--- src/rtl/lane_pkg.sv ---
// Shared lane definitions for the scanned 4-lane link.
package lane_pkg;
  localparam int LANES = 4;
  localparam int SEL_W = 2;

  typedef logic [LANES-1:0] lane_word_t;
  typedef logic [SEL_W-1:0] lane_sel_t;
endpackage

--- src/rtl/scan_gap_timer.sv ---
// Counts idle cycles between beats of a frame and flags when the allowed gap is used up.
module scan_gap_timer #(
  parameter int TIMEOUT = 16,
  parameter int TW      = $clog2(TIMEOUT + 1)
) (
  input  logic clk,
  input  logic rst_n,
  input  logic clear,
  input  logic run,
  output logic expire
);

  logic [TW-1:0] timer;

  // Expiry is combinational so the owner can abort the frame on the same edge.
  assign expire = run && (timer == TW'(TIMEOUT - 1));

  always_ff @(posedge clk or negedge rst_n) begin
    if (!rst_n) begin
      timer <= '0;
    end else if (clear || expire) begin
      timer <= '0;
    end else if (run) begin
      timer <= timer + TW'(1);
    end
  end

endmodule

--- src/rtl/demux4_scan_receiver.sv ---
// Rebuilds the 4-bit lane word from in-order serial beats and commits it atomically per frame.
module demux4_scan_receiver
  import lane_pkg::*;
#(
  parameter int TIMEOUT = 16,
  parameter int TW      = $clog2(TIMEOUT + 1)
) (
  input  logic       clk,
  input  logic       rst_n,
  input  logic       y_in,
  input  lane_sel_t  s_in,
  input  logic       beat_valid,
  output lane_word_t q,
  output logic       frame_valid,
  output lane_word_t rise,
  output logic       sync_err,
  output logic       timeout_err
);

  lane_word_t shadow;
  lane_sel_t  expLane;
  logic       inFrame;
  logic       beatInOrder;
  logic       lastLane;
  lane_word_t newWord;
  logic       gapClear;
  logic       gapRun;
  logic       gapExpire;

  assign beatInOrder = beat_valid && (s_in == expLane);
  assign lastLane    = (expLane == lane_sel_t'(LANES - 1));
  assign newWord     = {y_in, shadow[LANES-2:0]};

  // Any beat restarts the gap count; outside a frame the timer is held at zero.
  assign gapClear = beat_valid || !inFrame;
  assign gapRun   = inFrame && !beat_valid;

  scan_gap_timer #(
    .TIMEOUT (TIMEOUT),
    .TW      (TW)
  ) u_gapTimer (
    .clk    (clk),
    .rst_n  (rst_n),
    .clear  (gapClear),
    .run    (gapRun),
    .expire (gapExpire)
  );

  always_ff @(posedge clk or negedge rst_n) begin
    if (!rst_n) begin
      shadow      <= '0;
      expLane     <= '0;
      inFrame     <= 1'b0;
      q           <= '0;
      frame_valid <= 1'b0;
      rise        <= '0;
      sync_err    <= 1'b0;
      timeout_err <= 1'b0;
    end else begin
      frame_valid <= 1'b0;
      rise        <= '0;
      sync_err    <= 1'b0;
      timeout_err <= 1'b0;

      if (beatInOrder) begin
        shadow[expLane] <= y_in;
        expLane         <= expLane + lane_sel_t'(1);
        inFrame         <= !lastLane;
        if (lastLane) begin
          q           <= newWord;
          frame_valid <= 1'b1;
          rise        <= newWord & ~q;
        end
      end else if (beat_valid) begin
        // An out-of-order lane-0 beat is still a valid frame start, so keep it.
        sync_err <= 1'b1;
        if (s_in == '0) begin
          shadow[0] <= y_in;
          expLane   <= lane_sel_t'(1);
          inFrame   <= 1'b1;
        end else begin
          expLane <= '0;
          inFrame <= 1'b0;
        end
      end else if (gapExpire) begin
        timeout_err <= 1'b1;
        expLane     <= '0;
        inFrame     <= 1'b0;
      end
    end
  end

endmodule

--- config.mk ---
export PLATFORM = sky130hd
export DESIGN_NAME = demux4_scan_receiver
export DESIGN_NICKNAME = d
export VERILOG_FILES = /design/src/rtl/lane_pkg.sv /design/src/rtl/scan_gap_timer.sv /design/src/rtl/demux4_scan_receiver.sv
export SDC_FILE = /design/constraint.sdc
export NUM_CORES = 1
export LEC_CHECK = 0
export BUFFER_PORTS_ARGS = -buffer_cell sky130_fd_sc_hd__clkbuf_2
export CELL_PAD_IN_SITES_DETAIL_PLACEMENT = 1
export CELL_PAD_IN_SITES_GLOBAL_PLACEMENT = 1
export CORE_ASPECT_RATIO = 0.75
export CORE_UTILIZATION = 39
export DETAILED_ROUTE_END_ITERATION = 10
export PLACE_DENSITY = 0.83
export SYNTH_ARGS = -nofsm -noshare
export SYNTH_HDL_FRONTEND = slang
export SYNTH_SLANG_ARGS = --single-unit
export TNS_END_PERCENT = 100
--- constraint.sdc ---
create_clock -name clk -period 1.6 [get_ports clk]
set_input_delay 0.08 -clock clk [delete_from_list [all_inputs] [get_ports clk]]
set_output_delay 0.08 -clock clk [all_outputs]
set_load 0.02 [all_outputs]
==> flow_metrics.py <==
metrics = {
    "yosys": {
        "syn_avg_cell_area_um2": 12.4,
        "synth_nets": 94,
        "yosys_warnings": 0,
        "synth_edf_count": 0,
        "ys_ff_latch": 22,
        "async_flop_share_pct": 100,
        "netlist_instances": 82,
        "yosysMostFrequentCell": "dfrtp_1",
        "syn_area_um2": 1020,
        "synthDistinctLibCells": 27,
        "synth_top_area_share_pct": 54.1,
        "ys.flop_type": "dfrtp_1",
        "ys_seq_area_share_pct": 54.1,
        "synth_common_cells": "22 x dfrtp_1, 8 x nor2_1, 6 x ha_1, 6 x mux2_2, 5 x inv_1",
        "synth_area_leaders": "dfrtp_1 54%, ha_1 7.4%, mux2_2 6.6%, and3b_1 3.4%, xor2_2 3.2%",
        "synth_top_area_cell": "dfrtp_1",
    },
    "drt": {
        "drc": 0,
        "avgViaCountPerCell": 4.98,
        "wl_per_cell_um": 15.6,
        "ant_nets": 0,
        "drt-total-wl_um": 2260,
        "vias": 722,
        "drt-initial-drc-count": 20,
        "dr.pass1.iters": 4,
    },
    "layout": {
        "drive_above_1_share_pct": 42.3,
        "num-fill-cells": 269,
        "fin_cells": 145,
        "multi_input_comb_area_um2": 467,
        "nNetsFinal": 124,
        "syn_to_final_growth_pct": 26.0,
        "ff_latch_area_um2": 553,
        "diodes": 0,
    },
    "clock_tree": {
        "numCtsBuffers": 3,
        "cts-root-buf": "clkbuf_4",
        "clk_latency_ns": 0.32,
        "cts.clk_slew.worst_paths_ns": 0.13,
        "tritoncts": "yes",
        "cts_sinks": 22,
        "clk_path_buf_depth": 2,
        "cts.htree.levels": 1,
    },
    "setup_path": {
        "critical_path_required_ns": 1.82,
        "slowest_stage": "dfrtp_2",
        "crit_buf_inv": 1,
        "crit_arrival_ns": 1.79,
        "critPathTopFamily": "flip-flops",
        "crit_path_start_kind": "flop",
        "worstPathCellList": "buf_4 > xor2_2 > nor3_4 > mux2_2",
        "crit_path_end_kind": "flop",
        "crit_type": "flop to flop",
        "cpPeakStageDelay_ns": 0.48,
        "crit_fanout": 6,
    },
    "outcome": {
        "run_status": "finished clean",
    },
    "grt": {
        "grt_start_max_net_pins": 23,
        "grt_usage_pct": 16.5,
        "grt_first_pass_wirelength_um": 3230,
        "use_met2_pct": 26.6,
        "use_met3_pct": 5.34,
        "use_met1_pct": 21.5,
        "grt-busiest-layer": "met2",
        "grt_overflow_total": 0,
        "antenna_found_initial": 0,
        "grt_pass1_vias": 678,
    },
    "power_and_ir_drop": {
        "total_power_mw": 1.30,
        "leakagePower_nw": 0.634,
        "power_density_nw_per_um2": 1010,
        "ir_drop_uv": 530,
    },
    "sta": {
        "finalSetupViolCount": 0,
        "min_period_ns": 1.57,
        "fin_skew_ns": 0.00135,
        "fmax_ghz": 0.635,
        "timing_hold_violations_final": 0,
        "holdWs_ns": 0.0875,
        "drv_slew": 0,
        "tns_ns": 0,
        "slew_headroom_pct": 63.2,
        "worst_pin_slew_ns": 0.553,
        "fin_ws_ns": 0.0253,
        "finalCritPeriodShare_pct": 98.4,
    },
    "placed_design": {
        "place_worst_setup_slack_ns": -0.0239,
        "port_buffers": 16,
        "dp.cells": 133,
        "gp_congestion": 0.854,
        "dp_hpwl_um": 1530,
    },
    "floorplanning": {
        "die_y_um": 46.3,
        "die-area_um2": 2820,
        "num_rows": 15,
        "initial_utilization_pct": 42.7,
        "design.core.area_um2": 2380,
        "ioPinCount": 17,
        "fp.dieW_um": 61.0,
    },
    "worst_hold_path": {
        "hold_class": "primary input to flop",
    },
    "flow_run": {
        "drv_cap": 0,
    },
}
report_power, final:
part / internal (mW) / total, mW / switching (mW)
sequential: 0.607 / 0.648 / 0.0406
combinational: 0.0950 / 0.208 / 0.113
clock: 0.253 / 0.440 / 0.187
worst register-to-register path: cells and delay by family (launching register included):
family | cells | cell delay (ns)
buf+inv | 1 | 0.15
flops | 1 | 0.48
xor+xnor | 1 | 0.19
mux | 1 | 0.38
simple gates | 1 | 0.28
registers in the layout, summed over array words and instances (netlist names):
signal	count
frame_valid	1
inFrame	1
shadow	3
q	4
timeout_err	1
u_gapTimer.timer	5
sync_err	1
rise	4
expLane	2
kinds of logic (layout without fill, tap and decap cells):
family	Yosys count	count (layout)	synth area share [%]
flip-flops	22	22	54.1
AND/OR/NAND/NOR	30	31	18.2
AO/OA/AOI/OAI	6	6	4.55
buffers and inverters	6	34	2.58
XOR/XNOR	6	6	6.63
multiplexers	6	6	6.63
adder cells (fa/ha/maj)	6	6	7.37
cells in the final DEF, fill, tap and decap left out, drive strengths merged:
| cell | synthesis | layout |
|---|---|---|
| and3b | 4 | 4 |
| ha | 6 | 6 |
| a21oi | 1 | 1 |
| or3 | 1 | 1 |
| nor3 | 3 | 4 |
| a311o | 1 | 1 |
| nand3 | 3 | 3 |
| bufinv | 0 | 1 |
| inv | 5 | 5 |
| mux2 | 6 | 6 |
| and4 | 1 | 1 |
| and3 | 2 | 2 |
| dfrtp | 22 | 22 |
| o211ai | 1 | 1 |
| buf | 1 | 8 |
| nor2 | 8 | 8 |
| nand3b | 1 | 1 |
| nand2b | 1 | 1 |
| xor2 | 3 | 3 |
| nand2 | 4 | 4 |
| a21boi | 1 | 1 |
| a32o | 1 | 1 |
| nor4b | 1 | 1 |
| and2 | 1 | 1 |
| clkbuf | 0 | 19 |
| xnor2 | 3 | 3 |
| dlygate4sd3 | 0 | 1 |
| o21ai | 1 | 1 |
routing by layer:
metal | wire length, um | share of wire, % | up-vias
met5 | 0 | 0 | -
met4 | 17 | 0.75 | 0
met3 | 85 | 3.8 | 2
met2 | 1090 | 48 | 14
met1 | 1070 | 47 | 367
li1 | - | - | 339
what timing repair did:
item | 4_1_cts | 5_1_grt
pin swaps | 1 | 3
endpoints found under the setup margin | 7 | 12
setup buffers | 1 | 5
hold endpoints to repair | 22 | 0
hold buffers | 1 | 0
cloned | 0 | 1
resized for setup | 2 | 5
stage by stage:
step	util, %	area (um2)
floorplan	-	1020
global placement	48.2	1150
detailed placement	48.2	1150
CTS	51.2	1220
global route	53.9	1280
finish	53.9	1280
path summary, 6_finish.rpt:
| check | startpoint | depth (start not counted) | to | slack, ns |
|---|---|---|---|---|
| setup reg to reg | expLane[0]$_DFFE_PN0P_ | 4 | q[0]$_DFFE_PN0P_ | 0.03 |
| max in group asynchronous | rst_n | 2 | expLane[0]$_DFFE_PN0P_ | 0.91 |
| hold reg to reg | shadow[1]$_DFFE_PN0P_ | 1 | q[1]$_DFFE_PN0P_ | 0.55 |
| min in group asynchronous | rst_n | 2 | rise[3]$_DFF_PN0_ | 0.29 |
| hold / removal | y_in | 2 | q[3]$_DFFE_PN0P_ | 0.09 |
| setup / recovery | expLane[0]$_DFFE_PN0P_ | 4 | q[0]$_DFFE_PN0P_ | 0.03 |
layout make-up:
type / instances / share of cell area (%)
clock inverters: 1 / 2.34
well taps: 34 / 3.31
flip-flops and latches: 22 / 43.1
repair buffers: 25 / 11.7
clock buffers: 3 / 1.75
multi-input cells: 55 / 36.4
inverters: 5 / 1.46
Power figures use the tool's default switching activity.
